===== src/rtl/dmem_arb_pkg.sv =====
// ============================================================================
// Module      : dmem_arb_pkg
// Description : Shared constants, state type and grant helpers for the
//               data-memory arbiter.
// Revision    : 1.0 - initial release
// ============================================================================
`default_nettype none

package dmem_arb_pkg;

  // Arbiter state encoding
  localparam logic [1:0] ARB_IDLE = 2'd0;
  localparam logic [1:0] ARB_G0   = 2'd1;
  localparam logic [1:0] ARB_G1   = 2'd2;

  // Upper 24 address bits that select the memory-mapped IO window
  localparam logic [23:0] IO_BASE_HI = 24'hffffff;

  typedef enum logic [1:0] {
    ST_IDLE = ARB_IDLE,
    ST_G0   = ARB_G0,
    ST_G1   = ARB_G1
  } arb_state_t;

  // Grant state for a given owner index
  function automatic arb_state_t grant_state(input logic owner);
    return owner ? ST_G1 : ST_G0;
  endfunction

  // One-hot grant vector for a given owner index
  function automatic logic [1:0] grant_vec(input logic owner);
    return owner ? 2'b10 : 2'b01;
  endfunction

endpackage

`default_nettype wire


===== src/rtl/dmem_arb_rr.sv =====
// ============================================================================
// Module      : dmem_arb_rr
// Description : Two-way round-robin grant FSM with a per-grant transfer
//               limit. Grants are Moore outputs registered with the state.
// Revision    : 1.0 - initial release
// ============================================================================
`default_nettype none

module dmem_arb_rr
  import dmem_arb_pkg::*;
#(
  parameter int MAX_HOLD = 4
) (
  input  logic       clock,
  input  logic       reset,
  input  logic [1:0] i_req,
  output logic [1:0] o_gnt,
  output logic       o_xfer
);

  localparam int                 c_CNT_W   = (MAX_HOLD < 1) ? 1 : $clog2(MAX_HOLD + 1);
  localparam logic [c_CNT_W-1:0] c_MAX_CNT = c_CNT_W'(MAX_HOLD);

  arb_state_t         r_state;
  logic [1:0]         r_gnt;
  logic               r_last;      // owner of the most recent transfer
  logic [c_CNT_W-1:0] r_cnt;       // transfers in the current grant

  logic               w_own;
  logic               w_own_req;
  logic               w_oth_req;
  logic [c_CNT_W-1:0] w_cnt_inc;
  logic               w_limit;

  // Current owner and its / the other master's request
  assign w_own     = (r_state == ST_G1);
  assign w_own_req = i_req[w_own];
  assign w_oth_req = i_req[~w_own];

  // Saturating increment; limit is reached when this transfer hits MAX_HOLD
  assign w_cnt_inc = (r_cnt == c_MAX_CNT) ? r_cnt : r_cnt + c_CNT_W'(1);
  assign w_limit   = (w_cnt_inc == c_MAX_CNT);

  assign o_gnt  = r_gnt;
  assign o_xfer = |(r_gnt & i_req);

  // Grant FSM: state, registered grants, last owner and hold counter
  always_ff @(posedge clock or posedge reset) begin
    if (reset) begin
      r_state <= ST_IDLE;
      r_gnt   <= 2'b00;
      r_last  <= 1'b1;             // m0 wins the first tie
      r_cnt   <= '0;
    end else begin
      case (r_state)
        ST_IDLE: begin
          r_cnt <= '0;
          if (i_req[0] && i_req[1]) begin
            r_state <= grant_state(~r_last);
            r_gnt   <= grant_vec(~r_last);
          end else if (i_req[0]) begin
            r_state <= ST_G0;
            r_gnt   <= 2'b01;
          end else if (i_req[1]) begin
            r_state <= ST_G1;
            r_gnt   <= 2'b10;
          end
        end

        ST_G0, ST_G1: begin
          if (!w_own_req) begin
            // Owner released: hand over or go idle, no transfer this cycle
            r_cnt <= '0;
            if (w_oth_req) begin
              r_state <= grant_state(~w_own);
              r_gnt   <= grant_vec(~w_own);
            end else begin
              r_state <= ST_IDLE;
              r_gnt   <= 2'b00;
            end
          end else begin
            // Transfer cycle
            r_last <= w_own;
            if (w_limit && w_oth_req) begin
              r_state <= grant_state(~w_own);
              r_gnt   <= grant_vec(~w_own);
              r_cnt   <= '0;
            end else begin
              r_cnt <= w_cnt_inc;
            end
          end
        end

        default: begin
          r_state <= ST_IDLE;
          r_gnt   <= 2'b00;
          r_cnt   <= '0;
        end
      endcase
    end
  end

endmodule

`default_nettype wire


===== src/rtl/dmem_arbiter.sv =====
// ============================================================================
// Module      : dmem_arbiter
// Description : Shares one data-memory / IO port between two masters using
//               round-robin with a per-grant transfer limit. Muxes the
//               request onto the memory side and steers the one-cycle read
//               return back to the issuing master.
//               Optional macro DMEM_ARB_IO_PROTECT_EN blocks m1 accesses to
//               the IO window and flags them on arb_err.
// Revision    : 1.0 - initial release
// ============================================================================
`default_nettype none

module dmem_arbiter
  import dmem_arb_pkg::*;
#(
  parameter int ADDR_W   = 32,
  parameter int DATA_W   = 32,
  parameter int MAX_HOLD = 4
) (
  input  logic              clock,
  input  logic              reset,

  input  logic              m0_req,
  input  logic              m0_we,
  input  logic [ADDR_W-1:0] m0_addr,
  input  logic [DATA_W-1:0] m0_wdata,
  output logic              m0_gnt,
  output logic              m0_rvalid,
  output logic [DATA_W-1:0] m0_rdata,

  input  logic              m1_req,
  input  logic              m1_we,
  input  logic [ADDR_W-1:0] m1_addr,
  input  logic [DATA_W-1:0] m1_wdata,
  output logic              m1_gnt,
  output logic              m1_rvalid,
  output logic [DATA_W-1:0] m1_rdata,

  output logic [ADDR_W-1:0] mem_addr,
  output logic [DATA_W-1:0] mem_datain,
  output logic              mem_we,
  input  logic [DATA_W-1:0] mem_dataout,

  output logic              arb_err
);

  logic [1:0]        w_gnt;
  logic              w_xfer;
  logic              w_we_raw;
  logic              w_blocked;
  logic [DATA_W-1:0] w_m1_rd_live;

  logic              r_m0_rvalid;
  logic              r_m1_rvalid;
  logic              r_m1_rblk;    // pending m1 read was blocked
  logic [DATA_W-1:0] r_m0_rhold;
  logic [DATA_W-1:0] r_m1_rhold;

  dmem_arb_rr #(
    .MAX_HOLD (MAX_HOLD)
  ) u_rr (
    .clock  (clock),
    .reset  (reset),
    .i_req  ({m1_req, m0_req}),
    .o_gnt  (w_gnt),
    .o_xfer (w_xfer)
  );

  assign m0_gnt = w_gnt[0];
  assign m1_gnt = w_gnt[1];

  // Memory-side mux: owner's request, all zero when idle
  always_comb begin
    mem_addr   = '0;
    mem_datain = '0;
    w_we_raw   = 1'b0;
    if (w_gnt[0]) begin
      mem_addr   = m0_addr;
      mem_datain = m0_wdata;
      w_we_raw   = m0_req & m0_we;
    end else if (w_gnt[1]) begin
      mem_addr   = m1_addr;
      mem_datain = m1_wdata;
      w_we_raw   = m1_req & m1_we;
    end
  end

`ifdef DMEM_ARB_IO_PROTECT_EN
  // m1 transfer into the IO window (top 24 address bits all ones)
  assign w_blocked = w_gnt[1] & m1_req & (m1_addr[ADDR_W-1 -: 24] == IO_BASE_HI);
`else
  assign w_blocked = 1'b0;
`endif

  assign mem_we  = w_we_raw & ~w_blocked;
  assign arb_err = w_blocked;

  // Read-return tags and held read data
  always_ff @(posedge clock or posedge reset) begin
    if (reset) begin
      r_m0_rvalid <= 1'b0;
      r_m1_rvalid <= 1'b0;
      r_m1_rblk   <= 1'b0;
      r_m0_rhold  <= '0;
      r_m1_rhold  <= '0;
    end else begin
      r_m0_rvalid <= w_xfer & w_gnt[0] & ~m0_we;
      r_m1_rvalid <= w_xfer & w_gnt[1] & ~m1_we;
      r_m1_rblk   <= w_blocked & ~m1_we;
      if (r_m0_rvalid) begin
        r_m0_rhold <= mem_dataout;
      end
      if (r_m1_rvalid) begin
        r_m1_rhold <= w_m1_rd_live;
      end
    end
  end

  // Blocked reads return zero on the normal timing
  assign w_m1_rd_live = r_m1_rblk ? '0 : mem_dataout;

  assign m0_rvalid = r_m0_rvalid;
  assign m1_rvalid = r_m1_rvalid;
  assign m0_rdata  = r_m0_rvalid ? mem_dataout  : r_m0_rhold;
  assign m1_rdata  = r_m1_rvalid ? w_m1_rd_live : r_m1_rhold;

endmodule

`default_nettype wire


===== config.mk =====
export PLATFORM = sky130hd
export DESIGN_NAME = dmem_arbiter
export DESIGN_NICKNAME = d
export VERILOG_FILES = /design/src/rtl/dmem_arb_pkg.sv /design/src/rtl/dmem_arb_rr.sv /design/src/rtl/dmem_arbiter.sv
export SDC_FILE = /design/constraint.sdc
export NUM_CORES = 1
export LEC_CHECK = 0
export CORE_AREA = 2 2 117 119
export CTS_CLUSTER_SIZE = 14
export DETAILED_ROUTE_END_ITERATION = 8
export DIE_AREA = 0 0 119 121
export GPL_TIMING_DRIVEN = 0
export PLACE_DENSITY = 0.82
export SLEW_MARGIN = 15
export SYNTH_ARGS = -nofsm -noshare
export SYNTH_HDL_FRONTEND = slang
export SYNTH_SLANG_ARGS = --single-unit

===== constraint.sdc =====
create_clock -name clock -period 3.6 [get_ports clock]
set_input_delay 0.72 -clock clock [delete_from_list [all_inputs] [get_ports clock]]
set_output_delay 0.72 -clock clock [all_outputs]
set_load 0.03 [all_outputs]

Word level (Yosys, flattened, before mapping)
Index checks and enable logic that the tools add are counted.

Add/sub/neg operators: 1. Magnitude comparators: 2. Equal/unequal tests: 6. Multiplexer cells: 25. Bitwise gates (word level): 10. Reductions and logical operators: 7.

Operator list (number): $mux W32 (6); $mux W2 (8); $mux W3 (4); $and A1 B1 Y1 (6); $eq A3 B3 Y1 const B (2); $mux W1 (6); $lt A1 B2 Y1 const B (2); $ne A4 B3 Y1 const B (1); $pmux W2 S2 (1); $reduce_and A2 Y1 (2); $reduce_or A2 Y1 (2); $add A3 B1 Y3 const B (1); $ne A3 B3 Y1 const B (1); $not A1 Y1 (3); $and A2 B2 Y2 (1); $eq A2 B1 Y1 const B (1); $eq A2 B2 Y1 const B (1); $logic_and A1 B1 Y1 (2); $logic_not A2 Y1 (1).

Register bits: 72. Input port bits: 166. Logic and storage cells: 58.

Depth between registers and ports, before layout
Gate-level depths: netlist of the first run.

Depth after elaboration: 8. Gate-level depth with buffers: 9.

Modules after synthesis
A second synthesis of the first run with hierarchy kept.

Cell total of the unflattened synthesis: 279. Area total of the unflattened synthesis: 3773.6 sq um.

By module, submodules not included: dmem_arbiter (times used 1, cells an instance 230, area an instance 3295.7 sq um, sequential area each 1651.6 sq um); dmem_arb_rr (times used 1, cells an instance 49, area an instance 478.0 sq um, sequential area each 151.4 sq um).

Worst setup path before layout of the first run
OpenSTA, ideal clock, no wires.

Path kind: flip-flop to output port. From: register, netlist name u_rr.r_state[0]. To: output mem_we. Data arrival time: 1.776 ns. Data required time: 2.880 ns. Setup slack: 1.104 ns. Cell stages (with the launch flop): 5. Path buffers: 3. Path through: dfrtp_1 -> clkbuf_1 -> clkbuf_1 -> buf_2 -> o21ai_0.

RTL lines: end: declaration (line dmem_arbiter.sv:41) `output logic mem_we,`.

==> reports/results.txt, run 1 <==
After clock tree synthesis, the clock-pin slew on the worst setup and hold paths is 60 ps. Core area: 13100 sq um. The mapped netlist covers 3550 sq um. The cell depth of the worst hold path was 1. The part of the Yosys area used for sequential elements was 0.508; the combinational fraction of design power was 0.673. The starting density of the core was 0.271; the post-CTS setup repair buffer count was 0. Measured in cells, the most critical reg-to-reg path has a length of 8. The run gives 0 ps as the final setup TNS. The tree built by TritonCTS fans out to 72 sinks. For the number of max-cap violations, the log shows 0.

In this run the tool buffered the top-level ports with 296 buffer cells. For the hold buffer count at cts, the log shows 0. For the worst-skew pair, the clock arrives at the later sink with an insertion delay of 320 ps.

Row generation in the floorplan step produced 42 rows. The final setup skew was 7.25 ps. The kind of start point of the critical path is a register. The critical path is of the register to output port type. The average vias per placed instance is 4.66. For the power share of the clock group, the log shows 0.133. Counting along the longest clock path gives a buffer depth of 2. From bottom edge to top edge, the die measures 121 um. The smallest clock period supported by the final layout is computed as 3350 ps.

The reg2reg setup slack is 950 ps, and the global-route wire length before repair is 20700 um. The congestion estimate from routability-driven global placement came to 0.773. The type of the most critical hold path is register to register. The worst-case hold path end point is r_m1_rhold[5]. TritonCTS created 9 clock buffers. For the final design utilization, the log shows 0.540. For this design the total switching power over the nets is 3.00 mW.

At the end of the flow, the number of nets in the layout was 754. Setup violations remaining at the end of the flow were counted as 0. The top fanout value on the critical path was 10.

The worst setup path is captured at an output port. The logs give 32 for the number of distinct library cells after synthesis and 3 for the H-tree level count. The share of layout cells above drive strength 1 is 0.175. Data on the critical path arrives at its endpoint at 2630 ps. The pre-antenna-repair detailed-routing pass consisted of 4 iterations. The run gives 1 as the initial antenna violation count. The run gives 0.186 as the total track usage. Synthesis produced a netlist whose cell count is 275.

Dividing the detail-routed wire length by the instance count gives 18.2 um. From left edge to right edge, the die measures 119 um. The mean instance size in the synthesized netlist is 12.9 sq um, and the leftover overflow at the end of global routing is 0. The flow ran to the end, and the final reports show no timing, DRC or antenna violations. The period utilization was 0.930. The largest net degree at the start of global routing was 38.

The static leakage power was 2.91 nW; the power density of the placed cells was 954 nW/um^2. The logs give 446 for the net count of the mapped netlist and 763 for the filler-free cell count of the finished design. Half-perimeter wire length after detailed placement: 11300 um. The detail route stage leaves a number of antenna-violating nets equal to 0. After detailed routing, the number of remaining DRC violations is 0. The area growth from synthesis to final layout is 98.9%.

The run gives 6.74 mW as the total design power. The switching share of power is 0.444, and the final-report max-slew violation count is 0. The number of endpoints with negative hold slack in the final report was 0.

Critical register-to-register path startpoint: u_rr.r_state[0]. Beginning of the worst hold path: r_m1_rhold[5]. For the via count of the first global-routing pass, the log shows 3824. During synthesis, Yosys emitted a total of 0 warnings. The run gives 300 as the number of ports placed on the die boundary. Hold is met by 484 ps.

For this run, the top clock speed supported by timing is 299 MHz. For the worst setup path, the data required time is 2880 ps. The root buffer cell chosen for the clock tree is clkbuf_16. The largest vdd supply drop is 0.426 mV, and the synthesis-stage register bit count is 72. The cell count after placement is 748.

TritonCTS built the clock tree. The design internal power was 3.75 mW; the routed wire length was 13900 um. Setup repair after global routing left no endpoint under its margin.

The endpoint identified for the worst register-to-register timing path is u_rr.r_state[0]. The detailed router finished its first iteration with 190 violations. The run gives 0 as the count of inserted antenna diode cells. Summing over every cut layer, the via total after detailed routing is 3554. For the sequential group share of total power, the log shows 0.195. The die area came out at 14400 sq um.
-- synthesized netlist by cell type --
master    instances  area, sq um
nor4_1            1         6.26
conb_1            1         3.75
mux2i_1           2         20.0
inv_1             5         18.8
a31oi_1           1         6.26
nor2b_1           1         6.26
and2b_2           1         8.76
buf_4             1         7.51
a21oi_1           5         25.0
clkbuf_1         10         37.5
nand3_1           2         10.0
and3b_1           1         8.76
a21bo_2           1         10.0
nor2_1            3         11.3
o211ai_2          2         25.0
mux2_2           62          698
mux2_1            5         56.3
a22oi_1           1         7.51
ha_1              5         62.6
o21ai_0           2         10.0
nand2b_1          1         6.26
buf_2            15         75.1
and3_1            1         6.26
nand3b_1          1         7.51
dfrtp_1          71         1780
nand2_1           3         11.3
nor2_2            1         6.26
and4_1            1         8.76
dfstp_2           1         26.3
nor3_1            3         15.0
a22o_1           64          561
a211oi_2          1         12.5
-- how the worst max path moves through the flow --
stage                          startpoint        endpoint  slack, ps
after global routing      u_rr.r_state[0]   mem_datain[8]        110
after global placement              reset  r_m0_rhold[30]         -5
after floorplan                     reset       m0_rvalid       1060
after detailed placement  u_rr.r_state[0]  mem_datain[25]        450
after CTS                 u_rr.r_state[0]  mem_datain[25]         70
final                     u_rr.r_state[0]  mem_datain[16]        250
-- routing by layer --
layer  part of all wire  global-route usage
met2               0.52               0.330
met5             0.0012                   0
met4              0.032              0.0781
met1               0.38               0.211
met3              0.072              0.0512
-- final cells by class --
| class | instances | area [sq um] |
|---|---|---|
| clock inverter | 4 | 53.8 |
| multi-input combinational | 172 | 1610 |
| fill | 1078 | 6020 |
| inverter | 5 | 21.3 |
| clock buffer | 11 | 253 |
| sequential | 72 | 1800 |
| buffer | 26 | 121 |
| tap | 176 | 220 |
| timing repair buffer | 297 | 2980 |
-- worst max-delay path: stages, from the launching register on --
cell and delay [ps]:
dfrtp_1 410, clkbuf_1 240, nor2_2 390, buf_2 330, a22o_1 220, clkdlybuf4s50_1 700
-- flip-flops by register name, indices dropped and copies added, names as in the netlist --
| name | flops |
|---|---|
| m1_rvalid | 1 |
| u_rr.r_cnt | 3 |
| u_rr.r_last | 1 |
| m0_rvalid | 1 |
| u_rr.r_state | 2 |
| r_m0_rhold | 32 |
| r_m1_rhold | 32 |
-- layout by cell type (no fill, tap or decap), drive strengths merged, types with 3 or more instances in the layout --
cell type / count
nor2: 4
nor3: 3
clkdlybuf4s50: 296
nand2: 3
ha: 5
mux2: 67
clkbuf: 21
a22o: 64
buf: 17
dfrtp: 71
a21oi: 5
inv: 5
-- logic make-up after synthesis --
| logic type | synth area share |
|---|---|
| compound gates | 0.185 |
| fa+ha+maj | 0.0176 |
| buf+inv | 0.0391 |
| flops | 0.508 |
| mux | 0.218 |
| other cells | 0.00106 |
| simple gates | 0.0317 |
-- per-stage QoR --
step / area (sq um) / worst slack (ps)
after floorplan: 3550 / 1060
after global placement: 6740 / -4.84
after detailed placement: 6760 / 455
after CTS: 7060 / 69.5
after global routing: 7070 / 107
final: 7070 / 252
-- power groups by stage --
stage | Combinational [mW] | Sequential [mW] | Clock [mW]
2_1_floorplan | 2.65 | 1.31 | 0
3_3_place_gp | 4.48 | 1.30 | 0
3_5_place_dp | 4.54 | 1.33 | 0
4_1_cts | 4.57 | 1.32 | 0.924
5_1_grt | 4.75 | 1.35 | 0.951
6_report | 4.54 | 1.31 | 0.894
-- timing repair --
action	CTS	global route
endpoints found under the setup margin	0	2
hold endpoints to repair	0	0
gates resized for setup	0	2
Power figures use the tool's default switching activity.
==> run 2, diff against run 1 <==
--- a/config.mk
+++ b/config.mk
@@ -10,6 +10,7 @@
 export DETAILED_ROUTE_END_ITERATION = 8
 export DIE_AREA = 0 0 119 121
 export GPL_TIMING_DRIVEN = 0
+export HOLD_SLACK_MARGIN = 0.12
 export PLACE_DENSITY = 0.82
 export SLEW_MARGIN = 15
 export SYNTH_ARGS = -nofsm -noshare
==> results of run 2 <==
Same layout as run 1: the final DEF is identical, and so are final timing and power.
==> RTL edit (settings of run 1) <==
Change the parameter `DATA_W` from 32 to 36.
--- a/src/rtl/dmem_arbiter.sv
+++ b/src/rtl/dmem_arbiter.sv
@@ -14,7 +14,7 @@
   import dmem_arb_pkg::*;
 #(
   parameter int ADDR_W   = 32,
-  parameter int DATA_W   = 32,
+  parameter int DATA_W   = 36,
   parameter int MAX_HOLD = 4
 ) (
   input  logic              clock,
Interface: changed (6 resized); port bits go from 300 to 324. The function was not compared with the original's and may differ.
==> RTL edit against run 1 <==
Register-to-register slack better by 0.26 ns; power rose by 10%; sequential cell count increased by 8; area after synthesis rose by 9.1%; wire length is 34% higher; critical path depth is the same; design area grew 8.4%; combinational power up 9.9%; setup slack got worse by 0.034 ns; die area is the same; sequential power is 11% higher; clock skew shrank 0.0013 ns; sequential share of layout area is 0.65 points higher; critical path type unchanged; critical endpoint is now mem_addr[24]; largest cell class unchanged.
==> RTL edit: results (changes against run 1) <==
stage;metric;value;unit;change
worst_setup_path;crit_end;mem_addr[24];;
detailed_routing;route.met3.wl;1590;um;+59%
placement;pre_cts_slack;0.568;ns;+0.113 ns
finish;drive_gt1_frac;0.171;;-0.00485
detailed_routing;routed_wl;18600;um;+34%
global_routing;grt_pass1_wl;26300;um;+27%
logic_synthesis;yosys.cell_types.count;31;;-3.1%
finish;fin_cells;812;;+6.4%
placement;io_buffers;320;;+8.1%
logic_synthesis;synth.area.top_cells;dfrtp_1 (51%), mux2_2 (21%), a22o_1 (15%), ha_1 (1.6%), clkbuf_1 (1.5%);;
finish;ff_latch_area;2000;um2;+11%
detailed_routing;drt_iter0_drc;220;;+16%
logic_synthesis;ys_seq_area_frac;0.517;;+0.00955
placement;dp.cells;793;;+6.0%
placement;place_congestion;0.870;;+12%
pwr;p_sw;3.34;mW;+11%
global_routing;grt_use_total;0.252;;+0.0658
global_routing;use_met3;0.0977;;+0.0465
logic_synthesis;synth_nets;479;;+7.4%
placement;hpwl;15800;um;+40%
pwr;power.density;971;nW/um2;+1.7%
global_routing;grt_pass1_vias;4185;;+9.4%
worst_setup_path;ff2ff_setup_slack;1.21;ns;+0.26 ns
clock_tree;clock_latency;0.34;ns;+0.02 ns
worst_setup_path;cp.arrival;2.66;ns;+0.03 ns
logic_synthesis;synth_common_cells;dfrtp_1 (79), mux2_2 (73), a22o_1 (68);;
global_routing;use_met2;0.425;;+0.0955
status;status;completed;;
detailed_routing;viasPerCell;4.81;;+3.3%
==> RTL edit: changes by cell type in the layout (fill, tap and decap cells not counted), moves of 2 or more <==
cell,change
dfrtp_1,+8
a22o_1,+4
clkbuf_1,+7
buf_2,-4
clkdlybuf4s50_1,+24
mux2_1,-3
clkbuf_8,-2
diode_2,+3
mux2_2,+11
==> RTL edit: kinds of logic (layout without fill, tap and decap cells) <==
kind of cell / count (synthesis) / count (layout) / share of synthesized area
simple gates: 20 / 20 / 0.0284
compound gates: 81 / 81 / 0.179
other cells: 1 / 4 / 0.000968
mux: 77 / 77 / 0.223
buf+inv: 32 / 369 / 0.0355
flops: 80 / 80 / 0.517
fa+ha+maj: 5 / 5 / 0.0161
==> RTL edit: how the worst min path moves through the flow <==
stage,startpoint,slack (ns),cells after the start,endpoint
6_report,r_m0_rhold[19],0.49,1,r_m0_rhold[19]
5_1_grt,r_m0_rhold[19],0.50,1,r_m0_rhold[19]
4_1_cts,r_m0_rhold[19],0.50,1,r_m0_rhold[19]
3_5_place_dp,r_m0_rhold[19],0.48,1,r_m0_rhold[19]
3_3_place_gp,r_m1_rhold[18],0.48,1,r_m1_rhold[18]
2_1_floorplan,u_rr.r_last,0.51,2,u_rr.r_last
==> RTL edit: area by class of cell <==
type                       instances  area share
clock inverter                     6      0.0121
buffer                            27      0.0155
clock buffer                      10      0.0299
antenna                            3    0.000981
multi-input combinational        184       0.226
timing repair buffer             321       0.422
inverter                           5     0.00278
tap                              176      0.0288
sequential                        80       0.262
==> RTL edit: worst register-to-register path: stages, from the launching register on <==
cell and delay, ns:
dfrtp_1 0.40, clkbuf_1 0.40, inv_1 0.15, ha_1 0.31, clkbuf_1 0.29, nand2_1 0.14, o211ai_2 0.23, mux2_1 0.34
